### src/rtl/video_timing_pkg.sv
// video_timing_pkg: shared timing defaults, widths and the raster position type
// used by the video_timing block, its interface and its testbench.
package video_timing_pkg;

    // Counter and shift widths
    localparam int unsigned CNT_W   = 9;
    localparam int unsigned SHIFT_W = 4;
    localparam int unsigned SYNC_W  = 10;

    // Default raster: 384x264 total, 288x224 active, 6.144 MHz pixel rate
    localparam int unsigned DEF_CE_DIV       = 4;
    localparam int unsigned DEF_H_TOTAL      = 384;
    localparam int unsigned DEF_H_ACTIVE     = 288;
    localparam int unsigned DEF_H_SYNC_START = 304;
    localparam int unsigned DEF_H_SYNC_LEN   = 32;
    localparam int unsigned DEF_V_TOTAL      = 264;
    localparam int unsigned DEF_V_ACTIVE     = 224;
    localparam int unsigned DEF_V_SYNC_START = 240;
    localparam int unsigned DEF_V_SYNC_LEN   = 8;

    // Raster position pair
    typedef struct packed {
        logic [CNT_W-1:0] hcount;
        logic [CNT_W-1:0] vcount;
    } vpos_t;

    // Sign-extend a shift value into sync arithmetic width
    function automatic logic signed [SYNC_W-1:0] sext_shift(input logic [SHIFT_W-1:0] s);
        return {{(SYNC_W-SHIFT_W){s[SHIFT_W-1]}}, s};
    endfunction

endpackage

### src/rtl/video_timing_if.sv
// video_timing_if: raster timing bundle from the timing generator to the
// game video logic and mixer.
//   master: the generator (drives timing, reads optional shifts)
//   slave : the consumer (reads timing, drives optional shifts)
// With VIDEO_TIMING_SHIFT_EN defined the h_shift/v_shift signals exist.
interface video_timing_if;
    import video_timing_pkg::*;

    logic               ce_pix;
    logic [CNT_W-1:0]   hcount;
    logic [CNT_W-1:0]   vcount;
    logic               HSync;
    logic               VSync;
    logic               HBlank;
    logic               VBlank;
    logic               de;
    logic               frame_start;

`ifdef VIDEO_TIMING_SHIFT_EN
    logic [SHIFT_W-1:0] h_shift;
    logic [SHIFT_W-1:0] v_shift;

    modport master (
        output ce_pix, hcount, vcount, HSync, VSync, HBlank, VBlank, de, frame_start,
        input  h_shift, v_shift
    );
    modport slave (
        input  ce_pix, hcount, vcount, HSync, VSync, HBlank, VBlank, de, frame_start,
        output h_shift, v_shift
    );
`else
    modport master (
        output ce_pix, hcount, vcount, HSync, VSync, HBlank, VBlank, de, frame_start
    );
    modport slave (
        input  ce_pix, hcount, vcount, HSync, VSync, HBlank, VBlank, de, frame_start
    );
`endif

endinterface

### src/rtl/pix_ce_gen.sv
// pix_ce_gen: divides clk_sys into a one-cycle pixel clock-enable.
//   clk_sys : master clock
//   reset   : asynchronous active-high reset
//   ce_pix  : high for one clk_sys cycle every CE_DIV cycles, while the
//             divider count equals CE_DIV-1
module pix_ce_gen #(
    parameter int unsigned CE_DIV = 4
) (
    input  logic clk_sys,
    input  logic reset,
    output logic ce_pix
);

    localparam int unsigned DIV_W = (CE_DIV > 1) ? $clog2(CE_DIV) : 1;

    logic [DIV_W-1:0] div_cnt;

    // ce_pix is registered one count early so it coincides with count CE_DIV-1
    always_ff @(posedge clk_sys or posedge reset) begin
        if (reset) begin
            div_cnt <= '0;
            ce_pix  <= 1'b0;
        end else begin
            if (div_cnt == DIV_W'(CE_DIV - 1)) begin
                div_cnt <= '0;
            end else begin
                div_cnt <= div_cnt + DIV_W'(1);
            end
            ce_pix <= (div_cnt == DIV_W'(CE_DIV - 2));
        end
    end

endmodule

### src/rtl/video_timing.sv
// video_timing: raster timing generator feeding the video mixer.
//   clk_sys : master clock
//   reset   : asynchronous active-high reset
//   vid     : video_timing_if.master -- ce_pix, hcount, vcount, HSync, VSync,
//             HBlank, VBlank, de, frame_start (and h_shift/v_shift inputs
//             when VIDEO_TIMING_SHIFT_EN is defined)
// Every output except ce_pix is decoded from the next position and registered
// on the ce_pix edge, so decode always lines up with hcount/vcount.
// Optional feature macro: VIDEO_TIMING_SHIFT_EN (signed sync-position shifts,
// sampled once per frame on frame_start).
module video_timing
    import video_timing_pkg::*;
#(
    parameter int unsigned CE_DIV       = DEF_CE_DIV,
    parameter int unsigned H_TOTAL      = DEF_H_TOTAL,
    parameter int unsigned H_ACTIVE     = DEF_H_ACTIVE,
    parameter int unsigned H_SYNC_START = DEF_H_SYNC_START,
    parameter int unsigned H_SYNC_LEN   = DEF_H_SYNC_LEN,
    parameter int unsigned V_TOTAL      = DEF_V_TOTAL,
    parameter int unsigned V_ACTIVE     = DEF_V_ACTIVE,
    parameter int unsigned V_SYNC_START = DEF_V_SYNC_START,
    parameter int unsigned V_SYNC_LEN   = DEF_V_SYNC_LEN
) (
    input  logic           clk_sys,
    input  logic           reset,
    video_timing_if.master vid
);

    // Sync windows must stay inside blanking over the whole -8..+7 shift range
    if (CE_DIV < 4 || (CE_DIV % 2) != 0) begin : g_bad_ce_div
        $error("video_timing: CE_DIV must be even and at least 4");
    end
    if (H_TOTAL > (1 << CNT_W) || V_TOTAL > (1 << CNT_W)) begin : g_bad_total
        $error("video_timing: totals exceed counter range");
    end
    if (H_SYNC_START < H_ACTIVE + 8 || H_SYNC_START + H_SYNC_LEN + 7 > H_TOTAL) begin : g_bad_hsync
        $error("video_timing: HSync window can leave horizontal blanking");
    end
    if (V_SYNC_START < V_ACTIVE + 8 || V_SYNC_START + V_SYNC_LEN + 7 > V_TOTAL) begin : g_bad_vsync
        $error("video_timing: VSync window can leave vertical blanking");
    end

    localparam logic signed [SYNC_W-1:0] H_SYNC_BASE = SYNC_W'(H_SYNC_START);
    localparam logic signed [SYNC_W-1:0] V_SYNC_BASE = SYNC_W'(V_SYNC_START);
    localparam logic signed [SYNC_W-1:0] H_SYNC_W    = SYNC_W'(H_SYNC_LEN);
    localparam logic signed [SYNC_W-1:0] V_SYNC_W    = SYNC_W'(V_SYNC_LEN);

    logic                     ce_pix;
    vpos_t                    pos_q;
    vpos_t                    pos_nxt;
    logic                     h_wrap;
    logic                     v_wrap;
    logic signed [SYNC_W-1:0] h_shift_eff;
    logic signed [SYNC_W-1:0] v_shift_eff;
    logic signed [SYNC_W-1:0] hs_start;
    logic signed [SYNC_W-1:0] hs_end;
    logic signed [SYNC_W-1:0] vs_start;
    logic signed [SYNC_W-1:0] vs_end;
    logic signed [SYNC_W-1:0] h_pos_s;
    logic signed [SYNC_W-1:0] v_pos_s;
    logic                     hsync_nxt;
    logic                     vsync_nxt;
    logic                     hblank_nxt;
    logic                     vblank_nxt;
    logic                     hsync_q;
    logic                     vsync_q;
    logic                     hblank_q;
    logic                     vblank_q;
    logic                     de_q;
    logic                     frame_start_q;

    pix_ce_gen #(
        .CE_DIV (CE_DIV)
    ) u_pix_ce_gen (
        .clk_sys (clk_sys),
        .reset   (reset),
        .ce_pix  (ce_pix)
    );

`ifdef VIDEO_TIMING_SHIFT_EN
    logic [SHIFT_W-1:0] h_shadow;
    logic [SHIFT_W-1:0] v_shadow;

    // Shifts only take effect at a frame boundary so a frame is never torn
    always_ff @(posedge clk_sys or posedge reset) begin
        if (reset) begin
            h_shadow <= '0;
            v_shadow <= '0;
        end else if (frame_start_q) begin
            h_shadow <= vid.h_shift;
            v_shadow <= vid.v_shift;
        end
    end

    assign h_shift_eff = sext_shift(h_shadow);
    assign v_shift_eff = sext_shift(v_shadow);
`else
    assign h_shift_eff = '0;
    assign v_shift_eff = '0;
`endif

    // Next raster position and its decode
    always_comb begin
        pos_nxt    = pos_q;
        h_wrap     = (pos_q.hcount == CNT_W'(H_TOTAL - 1));
        v_wrap     = (pos_q.vcount == CNT_W'(V_TOTAL - 1));
        if (h_wrap) begin
            pos_nxt.hcount = '0;
            pos_nxt.vcount = v_wrap ? '0 : pos_q.vcount + CNT_W'(1);
        end else begin
            pos_nxt.hcount = pos_q.hcount + CNT_W'(1);
        end

        hs_start   = H_SYNC_BASE + h_shift_eff;
        hs_end     = hs_start + H_SYNC_W;
        vs_start   = V_SYNC_BASE + v_shift_eff;
        vs_end     = vs_start + V_SYNC_W;
        h_pos_s    = $signed({1'b0, pos_nxt.hcount});
        v_pos_s    = $signed({1'b0, pos_nxt.vcount});

        hsync_nxt  = (h_pos_s >= hs_start) && (h_pos_s < hs_end);
        vsync_nxt  = (v_pos_s >= vs_start) && (v_pos_s < vs_end);
        hblank_nxt = (pos_nxt.hcount >= CNT_W'(H_ACTIVE));
        vblank_nxt = (pos_nxt.vcount >= CNT_W'(V_ACTIVE));
    end

    // Position and decoded outputs advance together on ce_pix
    always_ff @(posedge clk_sys or posedge reset) begin
        if (reset) begin
            pos_q         <= '0;
            hsync_q       <= 1'b0;
            vsync_q       <= 1'b0;
            hblank_q      <= 1'b0;
            vblank_q      <= 1'b0;
            de_q          <= 1'b1;
            frame_start_q <= 1'b0;
        end else begin
            frame_start_q <= ce_pix & h_wrap & v_wrap;
            if (ce_pix) begin
                pos_q    <= pos_nxt;
                hsync_q  <= hsync_nxt;
                vsync_q  <= vsync_nxt;
                hblank_q <= hblank_nxt;
                vblank_q <= vblank_nxt;
                de_q     <= ~hblank_nxt & ~vblank_nxt;
            end
        end
    end

    assign vid.ce_pix      = ce_pix;
    assign vid.hcount      = pos_q.hcount;
    assign vid.vcount      = pos_q.vcount;
    assign vid.HSync       = hsync_q;
    assign vid.VSync       = vsync_q;
    assign vid.HBlank      = hblank_q;
    assign vid.VBlank      = vblank_q;
    assign vid.de          = de_q;
    assign vid.frame_start = frame_start_q;

endmodule
### src/flat_wrapper.sv
// flat-port wrapper written by rule: the top's interface ports become plain ports
module video_timing_flat import video_timing_pkg::*;
#(
    parameter int unsigned CE_DIV       = DEF_CE_DIV,
    parameter int unsigned H_TOTAL      = DEF_H_TOTAL,
    parameter int unsigned H_ACTIVE     = DEF_H_ACTIVE,
    parameter int unsigned H_SYNC_START = DEF_H_SYNC_START,
    parameter int unsigned H_SYNC_LEN   = DEF_H_SYNC_LEN,
    parameter int unsigned V_TOTAL      = DEF_V_TOTAL,
    parameter int unsigned V_ACTIVE     = DEF_V_ACTIVE,
    parameter int unsigned V_SYNC_START = DEF_V_SYNC_START,
    parameter int unsigned V_SYNC_LEN   = DEF_V_SYNC_LEN
)
  (clk_sys, reset, vid_ce_pix, vid_hcount, vid_vcount, vid_HSync, vid_VSync, vid_HBlank, vid_VBlank, vid_de, vid_frame_start);
  video_timing_if vid_i ();
  input  logic clk_sys;
  input  logic reset;
  output wire logic [$bits(vid_i.ce_pix)-1:0] vid_ce_pix;
  output wire logic [$bits(vid_i.hcount)-1:0] vid_hcount;
  output wire logic [$bits(vid_i.vcount)-1:0] vid_vcount;
  output wire logic [$bits(vid_i.HSync)-1:0] vid_HSync;
  output wire logic [$bits(vid_i.VSync)-1:0] vid_VSync;
  output wire logic [$bits(vid_i.HBlank)-1:0] vid_HBlank;
  output wire logic [$bits(vid_i.VBlank)-1:0] vid_VBlank;
  output wire logic [$bits(vid_i.de)-1:0] vid_de;
  output wire logic [$bits(vid_i.frame_start)-1:0] vid_frame_start;
  assign vid_ce_pix = vid_i.ce_pix;
  assign vid_hcount = vid_i.hcount;
  assign vid_vcount = vid_i.vcount;
  assign vid_HSync = vid_i.HSync;
  assign vid_VSync = vid_i.VSync;
  assign vid_HBlank = vid_i.HBlank;
  assign vid_VBlank = vid_i.VBlank;
  assign vid_de = vid_i.de;
  assign vid_frame_start = vid_i.frame_start;
  video_timing #(.CE_DIV(CE_DIV), .H_TOTAL(H_TOTAL), .H_ACTIVE(H_ACTIVE), .H_SYNC_START(H_SYNC_START), .H_SYNC_LEN(H_SYNC_LEN), .V_TOTAL(V_TOTAL), .V_ACTIVE(V_ACTIVE), .V_SYNC_START(V_SYNC_START), .V_SYNC_LEN(V_SYNC_LEN)) u_core (.clk_sys(clk_sys), .reset(reset), .vid(vid_i));
endmodule
### config.mk
export PLATFORM = sky130hd
export DESIGN_NAME = video_timing_flat
export DESIGN_NICKNAME = d
export VERILOG_FILES = /design/src/rtl/video_timing_pkg.sv /design/src/rtl/video_timing_if.sv /design/src/rtl/pix_ce_gen.sv /design/src/rtl/video_timing.sv /design/src/flat_wrapper.sv
export SDC_FILE = /design/constraint.sdc
export NUM_CORES = 1
export LEC_CHECK = 0
export ABC_AREA = 0
export ABC_CLOCK_PERIOD_IN_PS = 3920
export CAP_MARGIN = 20
export CORE_ASPECT_RATIO = 0.8
export CORE_UTILIZATION = 45
export CTS_CLUSTER_DIAMETER = 30
export CTS_CLUSTER_SIZE = 16
export DETAILED_ROUTE_END_ITERATION = 12
export GPL_ROUTABILITY_DRIVEN = 0
export PLACE_DENSITY = 0.69
export RECOVER_POWER = 100
export SLEW_MARGIN = 40
export SYNTH_ARGS = -nofsm -noshare
export SYNTH_HDL_FRONTEND = slang
export SYNTH_SLANG_ARGS = --single-unit
### constraint.sdc
create_clock -name clk_sys -period 3.92 [get_ports clk_sys]
set_input_delay 0.588 -clock clk_sys [delete_from_list [all_inputs] [get_ports clk_sys]]
set_output_delay 0.588 -clock clk_sys [all_outputs]
set_load 0.02 [all_outputs]
==> summary.txt, run 1 <==
Status
  • Outcome: finished clean

Floorplanning
  • Count of boundary I/O pins: 27
  • Die Y: around 55 um
  • Width of the chip: 68.15 um
  • Starting utilization of the core area: 0.4926
  • Die Area: about 3700 sq um
  • Site Rows: 18
  • Placeable core region: ~3200 sq um

Placed design
  • PortBufs: 26
  • HPWL after detailed placement: 2456 um
  • Area of placed instances: roughly 1800 sq um
  • Post-placement setup slack: approximately 1.6 ns

Global routing
  • Combined global-route utilization of all metal layers: 0.2127
  • Pin count of the biggest net entering global routing: 28
  • Antenna violations before repair: 0
  • Grt peak-use layer: met1
  • Met1 capacity usage during global routing: 0.3183
  • Leftover overflow at the end of global routing: 0
  • Met3 layer usage reported by global route: 0.04918
  • Met2 GRT Util: 0.2958
  • Wire length of the first global-routing pass: slightly below 6000 um
  • Via count of the first global-routing pass: approximately 1200

STA
  • Setup violation total in the final timing report: 0
  • Worst relative slew slack: 0.1897
  • Setup TNS: 0 ns
  • Worst-margin pin slew: 1.204 ns
  • RSZ-0062 raised after global routing: false
  • Max-slew violation count: 0
  • Worst Setup Slack, final: roughly 1 ns
  • Fin. Hold Viols: 0
  • Clock Skew: between 0.004 and 0.005 ns
  • Post-route clock period utilization: 0.7522
  • Max Clock Freq: around 340 MHz
  • Crit path time final: about 2.9 ns

CTS
  • Number of resized instances in the post-cts repair step: 0
  • Post-CTS Hold Buffers: 0
  • Clock tree from TritonCTS: yes
  • Clk slew on worst S/H paths: 0.09 ns
  • Clock Sinks: 27
  • Number of H-tree levels: 1
  • Count of buffers added by post-CTS timing repair for setup: 0
  • TritonCTS buffer count: 3
  • Buffer type at the clock tree root: clkbuf_8
  • Latest clock arrival within the worst-skew pair: roughly 0.28 ns
  • Maximum count of clock buffers along a single path: 2

Layout
  • Post-route cell area: about 1800 sq um
  • Area used by multi-input combinational logic: around 790 sq um
  • Post-layout nets: 193
  • ANT cells: 0
  • Final design utilization: 0.5782
  • Fillers: approximately 300
  • Reg area: around 680 sq um
  • Ratio of cells with drive above 1 in the final layout: 0.05946
  • Area growth from synthesis to layout: 17.39%

Logic synthesis
  • Sequential share of the synthesized area: 0.4297
  • Top FF cell, synth: dfrtp_1
  • Mapped Avg Cell Area: 9.547 sq um
  • Gate count after technology mapping: ~170
  • Share of flip-flops with an asynchronous set or reset after synthesis: 1.000
  • Ys Warns: 0
  • Cell area after synthesis: 1575 sq um
  • Number of nets in the synthesized netlist: around 170
  • Post-synth EDFFs: 0
  • Netlist cell types: roughly 50
  • #FFs+latches synth: 27

Power and ir drop
  • Leakage power total: 0.8064 nW
  • Total design power: approximately 0.00044 W
  • Peak ir drop on the vdd network: ~0.0002 V
  • Cell Pwr Density: 240.1 nW/um^2

Drt
  • DRT antenna net count: 0
  • Final WL: about 3400 um
  • Wire length per cell: roughly 15 um
  • Initial DRT Pass Iterations: 4
  • Detail-routed via count per cell: approximately 5.8
  • DRC violations left: 0
  • Routed vias: between 1000 and 1500
  • Number of design-rule violations left by the first detailed-router iteration: around 110

Critical path
  • Maximum fanout count along the critical path: 10
  • Data required time of the worst path: 4.14 ns
  • Critical setup path kind: flop to flop
  • Crit path launch: u_core.vid.vcount[5]
  • Data arrival at the endpoint of the critical path: 3.17 ns
  • Endpoint class of the critical path: flop
  • Worst flop-to-flop path startpoint: u_core.vid.vcount[5]
  • Critical Path Source Type: flop

Run
  • Max-capacitance violation count: 0

Hold path
  • Hold wc startpoint: u_core.u_pix_ce_gen.div_cnt[0]
  • Worst min path class: flop to flop
-- worst paths after layout --
path	cells after the start	endpoint	slack, ns
setup reg to reg	5	u_core.vid.de	0.97
setup / recovery	5	u_core.vid.de	0.97
max in group asynchronous	2	u_core.u_pix_ce_gen.div_cnt[0]	2.31
hold reg to reg	1	u_core.u_pix_ce_gen.div_cnt[0]	0.47
min in group asynchronous	2	u_core.vid.hcount[4]	0.99
hold / removal	1	u_core.u_pix_ce_gen.div_cnt[0]	0.47
-- cell usage in the layout, fill, tap and decap left out, types with 3 or more instances in the layout --
cell	instances
dlygate4sd3_1	26
dfrtp_1	26
nand2_1	15
nor2_1	12
a21oi_1	8
xnor2_1	7
nand3_1	7
o21ai_0	7
nand4_1	6
inv_1	6
o21ai_1	6
ha_1	5
o31ai_1	4
nor2b_1	3
nand2b_1	3
clkbuf_8	3
-- power breakdown --
group	switching, W	total [W]	internal, W
clock network	0.0000867	0.000160	0.0000730
logic	0.00000532	0.00000603	0.000000717
registers	0	0.000278	0.000278
total	0.0000920	0.000444	0.000352
-- synth_stat cells, types with 2 or more instances --
cell type  number  share of area
dfrtp_1        26           0.41
o21ai_1         7          0.022
inv_1           6          0.014
and3_1          2         0.0079
mux2_1          2          0.014
xnor2_1         7          0.039
nand3_1         7          0.022
clkbuf_1        6          0.014
and4_1          2          0.011
mux2_2          2          0.014
nor2_1         12          0.029
or3_1           2         0.0079
nand2_1        15          0.036
buf_2           2         0.0064
nand2b_1        3          0.012
o221ai_1        2          0.011
a32o_1          2          0.013
o21ai_0         6          0.019
ha_1            5          0.040
nor2b_1         3          0.012
or2_1           3          0.012
nand4_1         6          0.024
o31ai_1         4          0.019
a21oi_1         8          0.025
-- metal layers --
metal,part of all wire,wire length (um),vias to the layer above
li1,-,-,640
met2,0.42,1431,50
met3,0.057,196,5
met4,0.011,36,0
met5,0,0,-
met1,0.51,1754,614
-- registers in the layout, indices dropped and copies added, names as in the netlist --
name                         flops
u_core.vid.VBlank                1
u_core.vid.frame_start           1
u_core.vid.HSync                 1
u_core.vid.HBlank                1
u_core.u_pix_ce_gen.ce_pix       1
u_core.u_pix_ce_gen.div_cnt      2
u_core.vid.VSync                 1
u_core.vid.vcount                9
u_core.vid.de                    1
u_core.vid.hcount                9
-- cells by family (layout without fill, tap and decap cells) --
logic type      count (synthesis)  in the layout  synth area share
simple gates                   65             65            0.2399
compound gates                 39             39            0.1676
flops                          27             27            0.4297
buf+inv                        17             37           0.04924
xor+xnor                        7              7           0.03892
fa+ha+maj                       5              5           0.03971
mux                             5              5           0.03495
-- critical path, stage by stage (launching register included) --
cell and delay, ns:
dfrtp_1 0.49, or4b_2 0.71, nor4_1 0.99, o21ai_2 0.13
a221oi_2 0.36, a32o_1 0.22
-- area by class of cell --
type                       instances  share of cell area
clock buffer                       4             0.02436
inverter                           7             0.01421
multi-input combinational        121              0.4276
sequential                        27              0.3660
tap                               40             0.02706
timing repair buffer              26              0.1407
-- per-stage QoR --
stage / hold slack [ns] / instances
final: 0.4707 / 225
after global routing: 0.5059 / 225
after CTS: 0.4742 / 225
after detailed placement: 0.4619 / 221
after global placement: 0.4427 / 221
after floorplan: 0.4279 / 165
No activity file was read; power rests on OpenSTA's default activity.
==> run 2, diff against run 1 <==
Settings changed: ABC_CLOCK_PERIOD_IN_PS 3920 to 2700, PLACE_DENSITY 0.69 to 0.71.
Clock period 3.92 ns to 2.7 ns, I/O delays scaled along.
==> summary.txt, run 2 (synthesis results as in run 1) <==
Status
  • Outcome: finished clean

Floorplanning
  • Width of the chip: between 60 and 70 um
  • Starting utilization of the core area: 0.4926
  • Placeable core region: 3198 sq um
  • Die Y: ~55 um
  • Die Area: roughly 3700 sq um
  • Count of boundary I/O pins: 27
  • Site Rows: 18

CTS
  • Clock Sinks: 27
  • Latest clock arrival within the worst-skew pair: 0.27 ns
  • Number of H-tree levels: 1
  • Post-CTS Hold Buffers: 0
  • TritonCTS buffer count: 3
  • Number of resized instances in the post-cts repair step: 0
  • Clk slew on worst S/H paths: ~0.09 ns
  • Clock tree from TritonCTS: yes
  • Count of buffers added by post-CTS timing repair for setup: 0
  • Maximum count of clock buffers along a single path: 2
  • Buffer type at the clock tree root: clkbuf_8

Layout
  • Post-layout nets: 194
  • Ratio of cells with drive above 1 in the final layout: 0.06452
  • Area used by multi-input combinational logic: between 800 and 900 sq um
  • Area growth from synthesis to layout: 18.74%
  • Reg area: 676.9 sq um
  • Fillers: between 200 and 300
  • ANT cells: 0
  • Most frequent cells in the layout: dlygate4sd3_1 (26), dfrtp_1 (26), nand2_1 (15)

Placed design
  • HPWL after detailed placement: 2555 um
  • Post-placement setup slack: 0.3810 ns
  • PortBufs: 26

Drt
  • Number of design-rule violations left by the first detailed-router iteration: between 70 and 80
  • Initial DRT Pass Iterations: 4
  • DRT antenna net count: 0
  • Wire length per cell: around 16 um
  • Final WL: approximately 3500 um
  • Detail-routed via count per cell: between 6 and 7
  • DRC violations left: 0
  • Routed vias: ~1400

STA
  • Max-slew violation count: 0
  • Fin. Hold Viols: 0
  • Max Clock Freq: 408.5 MHz
  • RSZ-0062 raised after global routing: false
  • Worst Setup Slack, final: between 0.2 and 0.3 ns
  • Post-route clock period utilization: 0.9066
  • Worst-margin pin slew: 0.8910 ns
  • Crit path time final: between 2 and 2.5 ns
  • Clock Skew: around 0.0050 ns
  • Setup violation total in the final timing report: 0
  • Setup TNS: 0 ns
  • Worst relative slew slack: 0.4060

Global routing
  • Leftover overflow at the end of global routing: 0
  • Antenna violations before repair: 0
  • Combined global-route utilization of all metal layers: 0.2062
  • Pin count of the biggest net entering global routing: 17
  • Via count of the first global-routing pass: 1208
  • Wire length of the first global-routing pass: ~5600 um

Power and ir drop
  • Total design power: about 0.00064 W
  • Leakage power total: 0.8238 nW
  • Internal Dissipation: a little over 0.0005 W
  • Fraction of power spent switching nets: 0.2032
  • Portion of total power attributed to combinational logic: 0.015
  • Relative contribution of sequential cells to total power: 0.630
  • Peak ir drop on the vdd network: between 0.0002 and 0.0003 V
  • Share of power burned in the clock network: 0.355
  • Net Switching: 0.0001303 W
  • Cell Pwr Density: between 300 and 400 nW/um^2

Hold path
  • Worst min path class: flop to flop

Critical path
  • Maximum fanout count along the critical path: 10
  • Critical Path Source Type: flop
  • Critical setup path kind: flop to flop
  • Data required time of the worst path: 2.91 ns
  • Endpoint class of the critical path: flop
  • Data arrival at the endpoint of the critical path: approximately 2.7 ns

Run
  • Max-capacitance violation count: 0
## run 2: cell count changes in the layout (fill, tap and decap cells not counted), sizes merged
cell / previous run / this run
clkbuf: 4 / 5
## run 2: worst max-delay path: stages (launching register included)
cell      delay (ns)
dfrtp_1         0.49
or4b_1          0.58
nor4_2          0.63
o21ai_2         0.13
a221oi_2        0.33
a32o_1          0.23
## run 2: through the flow
| stage | std cells | hold slack [ns] | util | instance area (sq um) |
|---|---|---|---|---|
| after floorplan | 165 | 0.4279 | - | 1575 |
| final | 226 | 0.4576 | 0.5849 | 1871 |
| after detailed placement | 222 | 0.4528 | 0.5759 | 1842 |
| after global placement | 222 | 0.4447 | 0.5759 | 1842 |
| after global routing | 226 | 0.4772 | 0.5849 | 1871 |
| after CTS | 226 | 0.4369 | 0.5900 | 1887 |
## run 2: power by group through the flow
stage / clock (W) / combinational [W] / sequential [W]
5_1_grt: 0.000250 / 0.0000122 / 0.000404
3_3_place_gp: 0 / 0.0000105 / 0.000412
3_5_place_dp: 0 / 0.0000110 / 0.000412
2_1_floorplan: 0 / 0.00000598 / 0.000412
6_report: 0.000228 / 0.00000945 / 0.000404
4_1_cts: 0.000238 / 0.0000111 / 0.000404
## run 2: layout make-up
| type | count | share of cell area |
|---|---|---|
| clock buffers | 4 | 0.02408 |
| multi-input cells | 121 | 0.4321 |
| inverters | 7 | 0.01405 |
| well taps | 40 | 0.02676 |
| repair buffers | 27 | 0.1411 |
| flip-flops and latches | 27 | 0.3619 |
## run 2: path summary, 6_finish.rpt
path | slack, ns | cells after the start | end | from
max | 0.25 | 5 | u_core.vid.VSync | u_core.vid.vcount[5]
min | 0.46 | 1 | u_core.u_pix_ce_gen.div_cnt[0] | u_core.u_pix_ce_gen.div_cnt[0]
max reg2reg | 0.25 | 5 | u_core.vid.VSync | u_core.vid.vcount[5]
min reg2reg | 0.46 | 1 | u_core.u_pix_ce_gen.div_cnt[0] | u_core.u_pix_ce_gen.div_cnt[0]
max in group asynchronous | 0.98 | 3 | u_core.vid.hcount[2] | reset
min in group asynchronous | 0.56 | 2 | u_core.vid.vcount[2] | reset
## run 2: layer usage
layer | wire, um | global-route usage | vias to the layer above
met4 | 23 | 0.04861 | 0
met5 | 0 | 0 | -
met1 | 1759 | 0.3095 | 659
met3 | 224 | 0.04508 | 4
li1 | - | - | 642
met2 | 1537 | 0.3007 | 52
